<file path="config.mk">
export PLATFORM = sky130hd
export DESIGN_NAME = seg_scan
export DESIGN_NICKNAME = d
export VERILOG_FILES = /design/src/rtl/seg_pkg.sv /design/src/rtl/seg_tick_div.sv /design/src/rtl/seg_scan.sv
export SDC_FILE = /design/constraint.sdc
export NUM_CORES = 1
export LEC_CHECK = 0
export CAP_MARGIN = 20
export CORE_AREA = 2 2 125 115
export DETAILED_ROUTE_END_ITERATION = 8
export DIE_AREA = 0 0 127 117
export GPL_TIMING_DRIVEN = 0
export HOLD_SLACK_MARGIN = 0.03
export PLACE_DENSITY = 0.59
export SLEW_MARGIN = 20
export SYNTH_ARGS = -nofsm -noshare
export SYNTH_HDL_FRONTEND = slang
export SYNTH_HIERARCHICAL = 1
export SYNTH_SLANG_ARGS = --single-unit
</file>
<file path="constraint.sdc">
create_clock -name clk -period 5.6 [get_ports clk]
set_input_delay 0.56 -clock clk [delete_from_list [all_inputs] [get_ports clk]]
set_output_delay 0.56 -clock clk [all_outputs]
set_load 0.02 [all_outputs]
</file>
<file path="src/rtl/seg_pkg.sv">
// Shared constants and types for the multiplexed seven-segment digit scanner.
package seg_pkg;
   localparam int unsigned DIGITS   = 8;
   localparam int unsigned NIBBLE_W = 4;
   localparam int unsigned AN_LAT   = 2;
   localparam int unsigned IDX_W    = $clog2(DIGITS);

   typedef logic [IDX_W-1:0]           idx_t;
   typedef logic [DIGITS*NIBBLE_W-1:0] value_t;
   typedef logic [DIGITS-1:0]          en_t;

   function automatic en_t onehot(input idx_t i);
      return en_t'(1) << i;
   endfunction
endpackage

</file>
<file path="src/rtl/seg_tick_div.sv">
// Free-running divider: counts 0..DIV-1 and flags the last count of each slot.
module seg_tick_div #(
   parameter int unsigned DIV = 100000
) (
   input  logic clk,
   input  logic rst_n,
   output logic tick_o
);
   localparam int unsigned CW = (DIV > 1) ? $clog2(DIV) : 1;
   localparam logic [CW-1:0] LAST = CW'(DIV - 1);

   logic [CW-1:0] count;

   assign tick_o = (count == LAST);

   always_ff @(posedge clk or negedge rst_n) begin
      if (!rst_n) begin
         count <= '0;
      end else if (tick_o) begin
         count <= '0;
      end else begin
         count <= count + CW'(1);
      end
   end
endmodule

</file>
<file path="src/rtl/seg_scan.sv">
// Eight-digit display scanner with frame-synchronous (tear-free) value updates
// and an anode pipeline aligned to a one-cycle downstream segment decoder.
module seg_scan
   import seg_pkg::*;
#(
   parameter int unsigned DIV = 100000
) (
   input  logic        clk,
   input  logic        rst_n,
   input  logic        load_i,
   input  logic [31:0] value_i,
   input  logic [7:0]  en_i,
   output logic [3:0]  bin_o,
   output logic [7:0]  an_o,
   output logic        frame_o
);
   logic   tick;
   logic   wrap;
   idx_t   idx;
   logic   pend;
   value_t pend_val;
   en_t    pend_en;
   value_t act_val;
   en_t    act_en;
   en_t    an_pipe [AN_LAT];

   seg_tick_div #(.DIV(DIV)) u_div (
      .clk    (clk),
      .rst_n  (rst_n),
      .tick_o (tick)
   );

   assign wrap = tick && (idx == idx_t'(DIGITS - 1));

   always_ff @(posedge clk or negedge rst_n) begin
      if (!rst_n) begin
         idx     <= '0;
         frame_o <= 1'b0;
      end else begin
         if (tick) begin
            idx <= idx + idx_t'(1);
         end
         frame_o <= wrap;
      end
   end

   // A load landing on the wrap cycle bypasses pending so it shows this frame.
   always_ff @(posedge clk or negedge rst_n) begin
      if (!rst_n) begin
         pend     <= 1'b0;
         pend_val <= '0;
         pend_en  <= '0;
         act_val  <= '0;
         act_en   <= '0;
      end else if (load_i && wrap) begin
         act_val <= value_i;
         act_en  <= en_i;
         pend    <= 1'b0;
      end else if (load_i) begin
         pend_val <= value_i;
         pend_en  <= en_i;
         pend     <= 1'b1;
      end else if (wrap && pend) begin
         act_val <= pend_val;
         act_en  <= pend_en;
         pend    <= 1'b0;
      end
   end

   always_ff @(posedge clk or negedge rst_n) begin
      if (!rst_n) begin
         bin_o <= '0;
         for (int unsigned k = 0; k < AN_LAT; k++) begin
            an_pipe[k] <= '0;
         end
      end else begin
         bin_o      <= act_val[idx*NIBBLE_W +: NIBBLE_W];
         an_pipe[0] <= onehot(idx) & act_en;
         for (int unsigned k = 1; k < AN_LAT; k++) begin
            an_pipe[k] <= an_pipe[k-1];
         end
      end
   end

   assign an_o = an_pipe[AN_LAT-1];
endmodule

</file>
==> results of run 1 <==
routing by layer:
| layer | track usage [%] | vias to the layer above |
|---|---|---|
| met5 | 0 | - |
| li1 | - | 1632 |
| met3 | 4.45 | 16 |
| met1 | 20.9 | 1701 |
| met2 | 25.7 | 62 |
| met4 | 6.08 | 0 |
registers in the layout, summed over array words and instances (netlist names):
signal,cells
idx,3
pend_val,32
act_val,32
bin_o,4
pend,1
u_div/count,17
act_en,8
frame_o,1
an_pipe,8
pend_en,8
an_o,8
final timing paths:
| kind | start | to | slack [ps] | cells past startpoint |
|---|---|---|---|---|
| max in group asynchronous | rst_n | pend_val[26]$_DFFE_PN0P_ | 4830 | 2 |
| min | rst_n | u_div/count[14]$_DFF_PN0_ | 60 | 1 |
| max reg2reg | u_div/count[11]$_DFF_PN0_ | pend_en[4]$_DFFE_PN0P_ | 2670 | 8 |
| max | u_div/count[11]$_DFF_PN0_ | pend_en[4]$_DFFE_PN0P_ | 2670 | 8 |
| min in group clk | an_pipe[10]$_DFF_PN0_ | an_o[2]$_DFF_PN0_ | 350 | 0 |
| min reg2reg | an_pipe[10]$_DFF_PN0_ | an_o[2]$_DFF_PN0_ | 350 | 0 |
logic make-up after synthesis:
family	share of synthesized area [%]
xor+xnor	2.46
buf+inv	5.09
compound gates	8.96
fa+ha+maj	1.64
simple gates	9.76
mux	14.8
flops	57.3
where the power goes:
group,internal (uW),switching [uW],leakage (uW),total (uW)
clock,767,385,0.000295,1150
combinational,88.7,58.5,0.00117,147
sequential,912,16.8,0.00159,928
cells in the mapped netlist, types with 2 or more instances:
cell type	instances
inv_1	3
and4_1	2
nor3_1	4
buf_8	4
buf_2	6
clkbuf_1	4
nor2_1	11
mux2_4	40
nand4_1	4
ha_1	7
o21ai_1	10
o22ai_1	39
or4_1	2
mux4_2	8
nand2_1	62
dfrtp_1	122
and3_1	6
xnor2_1	9
xor2_1	6
buf_6	4
buf_4	13
and2_1	2
nand3_1	4
o21ai_0	30
layout make-up:
cell class / instances / area share [%]
plain buffers: 32 / 3.74
clock buffers: 21 / 6.81
clock inverters: 11 / 2.50
inverters: 5 / 0.278
multi-input cells: 260 / 29.7
flip-flops and latches: 122 / 45.2
well taps: 172 / 3.19
repair buffers: 56 / 8.57
worst max-delay path, stage by stage, from the launching register on:
cell	delay [ps]
dfrtp_1	430
or4_1	530
or4_4	430
nor4_4	460
buf_6	220
and2_4	200
nor2_8	60
buf_8	160
mux2_4	300
stage by stage:
stage | setup TNS, ps | total power [uW]
global route | 0 | 2310
detailed placement | 0 | 1090
CTS | 0 | 2250
global placement | -80880 | 1090
floorplan | 0 | 1020
finish | 0 | 2230
==> qor.txt, run 1 <==
layout cell share with drive strength beyond 1 - 22.7%
Seq/Total Area, Yosys - 57.3%
commonest cells after routing, fill and taps aside - 122 x dfrtp_1, 62 x nand2_1, 54 x clkdlybuf4s50_1
max_slew headroom - 60.3%
GPL Wtd Cong - 0.771
initial detailed-routing violation count - 194
worst-margin pin slew - 591 ps
Residual DRC - 0
Finish-stage setup viols - 0
critical path peak fanout - 10
die area - 0.0149 sq mm
crit path kind - flop to flop
Cell Area, Placed - 0.00613 sq mm
Max-Cap Viols - 0
Die X - 127 um
Core Util, Final - 49.5%
Area Growth Syn to Fin - 26.7%
gr ovfl total - 0
clk sink count - 122
final-report hold violation count - 0
clk_lat worst skew - 410 ps
most common cell after layout, fill and taps aside - dfrtp_1
top cell type's share of synthesized area - 57.3%
nets - 544
Post-Synthesis Cell Area - 0.00533 sq mm
first-pass GRT wire length - 18400 um
ANT cells - 0
worst endpoint required time - 5890 ps
CTS H-tree lvls - 4
initial antenna violation count - 0
Final Instance Area - 0.00676 sq mm
vias per cell - 5.02
worst setup margin - 2670 ps
Clock Path Buffers - 2
cell taking the most area after synthesis - dfrtp_1
Fin Clk Skew - 8.84 ps
status - finished clean
met1 WL - 4900 um
total iterations of the first detailed-routing run - 4
Leak - 0.00306 uW
crit end category - flop
global-route usage over all layers - 16.0%
Post-Syn Nets - 469
met2 routed WL - 5330 um
Placed Cells - 647
site row count - 41
port buffer count - 55
Fillers - 1202
CORE AREA - 0.0136 sq mm
Met3 Wirelength - 372 um
Top Layer Used - met4
register area - 0.00305 sq mm
clock root buffer - clkbuf_16
ys flop type - dfrtp_1
Hold Buf Count CTS - 0
maximum VDD drop - 0.263 mV
number of CTS-inserted buffers - 17
IO Pins - 56
Final Cycle Share - 52.3%
Area contributors post-synth - dfrtp_1 57%, mux2_4 11%, o22ai_1 4.6%
CP arrival - 3220 ps
pin count of the biggest net entering global routing - 82
ys async rst share - 100%
Setup Buffers After CTS - 0
starting density of the core - 39.1%
clock-pin transition on the worst setup and hold timing paths - 60 ps
RSZ-0062 raised after global routing - no
vias post-DR - 3411
Finished Layout Cells - 679
minimum clock period - 2930 ps
dpl ws - 2680 ps
flops & latches, synth - 122
Startpoint Class - flop
Ys Warns - 6
vias in the first global route - 3664
Slew Limit Fails - 0
dpl hpwl - 7260 um
Fmax - 0.341 GHz
CTS tree - yes
Hold Path Class - primary input to asynchronous set/reset pin
Post-synth EDFFs - 0
synth unique cells - 41
post_cts resized - 0
multi-input logic area - 0.00201 sq mm
Final Routed Wirelength - 10800 um
Min Hold Slack - 62.1 ps
Power Dens Cells - 330 mW/mm^2
Synth Area per Inst - 12.7 sq um
Antenna Nets Post-Route - 0
Die Y - 117 um
Synth Instances - 419
Avg WL per Cell - 15.8 um
No activity file was read; power rests on OpenSTA's default activity.
==> run 2: changes to the inputs <==
Clock period 5.6 ns to 3.1 ns, I/O delays scaled along.
==> run 2 against run 1 <==
Effect of this change:
- sequential share of layout area down 0.067 points
- global-route usage did not move
- clock skew grew 0.58 ps
- clock-buffer cell count did not move
- largest cell class unchanged
- via count is 0.18% higher
- clock power grew 81%
- combinational power increased by 82%
- first-iteration DRC count fell by 8.2%
- die area unchanged
- sequential cell count did not move
- routed wire length decreased by 0.16%
- power grew 81%
==> qor.txt, run 2 (synthesized netlist as in run 1, its figures left out) <==
status - finished clean
total iterations of the first detailed-routing run - 4 (unchanged)
Avg WL per Cell - 15.8 um (-0.30%)
minimum clock period - 2930 ps (+0.971 ps)
ANT cells - 0 (unchanged)
CTS H-tree lvls - 4 (unchanged)
Critical R2R Launch - u_div/count[11]$_DFF_PN0_
Fmax - 0.341 GHz (about the same)
dpl ws - 176 ps (-2500 ps)
worst setup margin - 170 ps (-2500 ps)
worst-margin pin slew - 591 ps (-0.406 ps)
nets - 545 (+0.18%)
Residual DRC - 0 (unchanged)
Hold EP - an_o[2]$_DFF_PN0_
global-route usage over all layers - 16.0% (unchanged)
Hold Path Class - flop to flop
Slew Limit Fails - 0 (unchanged)
CORE AREA - 0.0136 sq mm (unchanged)
Power Dens Cells - 595 mW/mm^2 (+80%)
starting density of the core - 39.1% (unchanged)
crit path kind - flop to flop
multi-input logic area - 0.00201 sq mm (unchanged)
initial detailed-routing violation count - 178 (-8.2%)
Final Routed Wirelength - 10700 um (-0.16%)
post_cts resized - 0 (unchanged)
Final Cycle Share - 94.5% (+42 points)
final setup TNS - 0 ps (unchanged)
biggest regs - act_val: 32 flops, pend_val: 32 flops, u_div/count: 17 flops
reg2reg end - pend_en[4]$_DFFE_PN0P_
register area - 0.00305 sq mm (unchanged)
vias per cell - 5.03 (about the same)
flop2flop setup slack - 170 ps (-2500 ps)
first-pass GRT wire length - 18400 um (unchanged)
worst hold start - an_pipe[10]$_DFF_PN0_
Max-Cap Viols - 0 (unchanged)
path depth of the worst reg2reg path - 8 (unchanged)
Crit-path slowest cell - or4_1
WHS Path Cells - 0
GPL Wtd Cong - 0.771 (unchanged)
Fillers - 1201 (-0.083%)
pin count of the biggest net entering global routing - 82 (unchanged)
IO Pins - 56 (unchanged)
CP cell instances - or4_1 > or4_4 > nor4_4 > buf_6 > and2_4 > nor2_8 > buf_8 > mux2_4
vias post-DR - 3417 (+0.18%)
dpl hpwl - 7260 um (unchanged)
number of CTS-inserted buffers - 17 (unchanged)
Min Hold Slack - 347 ps (+285 ps)
crit end category - flop
Clock Path Buffers - 2 (unchanged)
Antenna Nets Post-Route - 0 (unchanged)
worst endpoint required time - 3390 ps (-2500 ps)
Startpoint Class - flop
site row count - 41 (unchanged)
clk sink count - 122 (unchanged)
Die X - 127 um (unchanged)
most common cell after layout, fill and taps aside - dfrtp_1
gr ovfl total - 0 (unchanged)
clk_lat worst skew - 410 ps (about the same)
clock root buffer - clkbuf_16
vias in the first global route - 3664 (unchanged)
initial antenna violation count - 0 (unchanged)
layout cell share with drive strength beyond 1 - 22.6% (-0.045 points)
commonest cells after routing, fill and taps aside - 122 x dfrtp_1, 62 x nand2_1, 54 x clkdlybuf4s50_1
maximum VDD drop - 0.473 mV (+80%)
final-report hold violation count - 0 (unchanged)
max incr delay on CP - 530 ps (about the same)
CP arrival - 3220 ps (about the same)
RSZ-0062 raised after global routing - no
die area - 0.0149 sq mm (unchanged)
Finish-stage setup viols - 0 (unchanged)
critical path peak fanout - 10 (unchanged)
Area Growth Syn to Fin - 26.9%
port buffer count - 55 (unchanged)
Fin Clk Skew - 9.42 ps (+0.581 ps)
CTS tree - yes
Leak - 0.00306 uW (+0.14%)
Die Y - 117 um (unchanged)
max_slew headroom - 60.3% (about the same)
clock-pin transition on the worst setup and hold timing paths - 60 ps (about the same)
run 2: cell count changes in the layout (fill, tap and decap cells not counted):
cell | before | now
dlygate4sd3_1 | 0 | 1
run 2: where the power goes:
| part | leakage (uW) | switching, uW | total (uW) | internal [uW] |
|---|---|---|---|---|
| clock network | 0.000295 | 696 | 2080 | 1380 |
| registers | 0.00159 | 30.5 | 1680 | 1650 |
| logic | 0.00118 | 106 | 267 | 161 |
| total | 0.00306 | 832 | 4030 | 3190 |
run 2: worst max path at each step:
stage,depth (start not counted),endpoint,slack (ps),from
6_report,8,pend_en[4]$_DFFE_PN0P_,170,u_div/count[11]$_DFF_PN0_
5_1_grt,9,act_val[27]$_DFFE_PN0P_,20,u_div/count[11]$_DFF_PN0_
4_1_cts,8,pend_val[31]$_DFFE_PN0P_,160,u_div/count[11]$_DFF_PN0_
3_5_place_dp,8,pend_en[4]$_DFFE_PN0P_,180,u_div/count[11]$_DFF_PN0_
3_3_place_gp,1,pend_val[21]$_DFFE_PN0P_,-2920,rst_n
2_1_floorplan,8,pend_en[0]$_DFFE_PN0P_,430,u_div/count[11]$_DFF_PN0_
run 2: area by class of cell:
cell class	instances	area share, %
flip-flops and latches	122	45.1
multi-input cells	260	29.7
repair buffers	57	8.71
clock buffers	21	6.80
plain buffers	32	3.74
well taps	172	3.18
clock inverters	11	2.50
inverters	5	0.277
run 2: layer usage:
metal	wire [um]	track usage (%)	vias to the layer above
met2	5340	25.7	64
met3	389	4.41	16
met1	4850	20.9	1703
met5	0	0	-
li1	-	-	1634
met4	157	6.08	0
run 2: worst max-delay path, delay by kind of cell (launching register included):
family | cells | cell delay, ps
and+or+nand+nor | 5 | 1690
DFF | 1 | 430
buffers and inverters | 2 | 380
muxes | 1 | 300
run 2: per-stage QoR:
stage,instance area (sq um),util [%],total power [uW],instances
global placement,6100,44.7,1960,646
finish,6770,49.6,4030,680
detailed placement,6130,44.9,1970,647
floorplan,5330,-,1840,419
global route,6770,49.6,4170,680
CTS,6770,49.6,4070,680
run 2: repair_timing:
action,in CTS,in global routing
buffers inserted,0,0
hold buffers,1,0
endpoints found under the hold margin,41,0
==> run 3: changes to the inputs <==
Settings changed: CORE_AREA 2 2 125 115 to 10 10 133 123, DIE_AREA 0 0 127 117 to 0 0 143 133, SKIP_CTS_REPAIR_TIMING set to 1.
==> run 3 against run 2 <==
Effect of this change:
- first-iteration DRC count increased by 60%
- clock power is essentially flat
- critical path type unchanged
- global-route usage decreased by 3.2 points
- sequential share of layout area about the same
- largest cell class unchanged
- critical path depth unchanged
==> qor.txt, run 3 (synthesized netlist as in run 1, its figures left out) <==
status - finished clean
starting density of the core - 38.9% (-0.15 points)
CP cell instances - or4_1 > or4_4 > nor4_4 > buf_6 > and2_4 > nor2_8 > buf_8 > mux2_4
Final Cycle Share - 94.5% (about the same)
met2 routed WL - 5260 um (-1.5%)
commonest cells after routing, fill and taps aside - 122 x dfrtp_1, 62 x nand2_1, 54 x clkdlybuf4s50_1
Top Layer Used - met4
Power Dens Cells - 595 mW/mm^2 (about the same)
Area Growth Syn to Fin - 26.8% (about the same)
CTS tree - yes
initial antenna violation count - 0 (unchanged)
layout cell share with drive strength beyond 1 - 23.0% (+0.39 points)
Critical R2R Launch - u_div/count[11]$_DFF_PN0_
crit path kind - flop to flop
crit end category - flop
reg2reg end - pend_en[6]$_DFFE_PN0P_
critical path peak fanout - 10 (unchanged)
number of CTS-inserted buffers - 17 (unchanged)
worst hold start - an_pipe[8]$_DFF_PN0_
Antenna Nets Post-Route - 0 (unchanged)
Residual DRC - 0 (unchanged)
initial detailed-routing violation count - 284 (+60%)
Slew Limit Fails - 0 (unchanged)
site row count - 41 (unchanged)
gr ovfl total - 0 (unchanged)
Critical Path Sink - pend_en[6]$_DFFE_PN0P_
Die X - 143 um (+13%)
clock root buffer - clkbuf_16
max incr delay on CP - 540 ps (about the same)
die area - 0.0190 sq mm (+28%)
dpl hpwl - 7680 um (+5.8%)
Avg WL per Cell - 16.5 um (+4.3%)
worst endpoint required time - 3390 ps (about the same)
vias per cell - 4.98 (-0.82%)
maximum VDD drop - 0.459 mV (-3.1%)
IO Pins - 56 (unchanged)
final-report hold violation count - 0 (unchanged)
GPL Wtd Cong - 0.764 (-0.92%)
vias in the first global route - 3688 (+0.66%)
Final Routed Wirelength - 11200 um (+4.3%)
biggest regs - act_val: 32 flops, pend_val: 32 flops, u_div/count: 17 flops
Max-Cap Viols - 0 (unchanged)
Finish-stage setup viols - 0 (unchanged)
minimum clock period - 2930 ps (+0.976 ps)
RSZ-0062 raised after global routing - no
clock-pin transition on the worst setup and hold timing paths - 60 ps (about the same)
CORE AREA - 0.0137 sq mm (+0.38%)
Crit-path slowest cell - or4_1
most common cell after layout, fill and taps aside - dfrtp_1
CTS H-tree lvls - 4 (unchanged)
CP bufs+invs - 2 (unchanged)
nets - 545 (unchanged)
dpl ws - 172 ps (-3.23 ps)
worst-margin pin slew - 589 ps (-1.46 ps)
Fin Clk Skew - 9.63 ps (+0.217 ps)
flop2flop setup slack - 170 ps (about the same)
max_slew headroom - 60.4% (+0.098 points)
Crit. path cell count - 8 (unchanged)
path depth of the worst reg2reg path - 8 (unchanged)
Fmax - 0.341 GHz (about the same)
Clock Path Buffers - 2 (unchanged)
Met3 Wirelength - 407 um (+4.6%)
pin count of the biggest net entering global routing - 65 (-21%)
Hold Path Class - flop to flop
clk sink count - 122 (unchanged)
CP arrival - 3220 ps (about the same)
PnR Total Power - 4020 uW (about the same)
total iterations of the first detailed-routing run - 4 (unchanged)
met1 WL - 5400 um (+11%)
port buffer count - 55 (unchanged)
Startpoint Class - flop
ANT cells - 0 (unchanged)
clk_lat worst skew - 420 ps (about the same)
Die Y - 133 um (+14%)
global-route usage over all layers - 12.8% (-3.2 points)
vias post-DR - 3389 (-0.82%)
first-pass GRT wire length - 19200 um (+4.4%)
Leak - 0.00306 uW (about the same)
Largest delay share family, worst path - simple AND/OR/NAND/NOR gates
Worst Setup SP - u_div/count[11]$_DFF_PN0_
worst setup margin - 169 ps (-0.976 ps)
==> run 3: metrics by stage <==
step / instances / hold slack [ps] / instance area (sq um) / util (%) / TNS, ps
5_1_grt: 680 / 356 / 6760 / 49.4 / 0
6_report: 680 / 349 / 6760 / 49.4 / 0
3_5_place_dp: 647 / 320 / 6130 / 44.7 / 0
3_3_place_gp: 646 / 336 / 6100 / 44.5 / -357870
2_1_floorplan: 419 / 14.4 / 5330 / - / 0
4_1_cts: 679 / -123 / 6750 / 49.3 / 0
==> run 3: worst min path at each step <==
stage	end	slack [ps]	depth (start not counted)
6_report	an_o[0]$_DFF_PN0_	350	0
5_1_grt	an_o[2]$_DFF_PN0_	360	0
4_1_cts	u_div/count[12]$_DFF_PN0_	-120	1
3_5_place_dp	u_div/count[14]$_DFF_PN0_	320	1
3_3_place_gp	an_o[3]$_DFF_PN0_	340	0
2_1_floorplan	act_en[0]$_DFFE_PN0P_	10	0
==> run 3: cell type report <==
class | instances | area (sq um)
Multi-Input combinational cell | 260 | 2010
Buffer | 32 | 253
Sequential cell | 122 | 3050
Clock buffer | 17 | 425
Timing Repair Buffer | 57 | 589
Inverter | 5 | 18.8
Clock inverter | 15 | 200
Fill cell | 1201 | 6930
Tap cell | 172 | 215
==> run 3: per-layer routing <==
layer	up-vias	GRT usage (%)
li1	1634	-
met1	1686	16.7
met2	60	19.5
met3	9	3.90
met4	0	4.47
met5	-	0
==> run 3: where the power goes <==
group	internal, uW	switching (uW)
clock network	1340	739
logic	161	106
registers	1650	29.3
total	3150	874
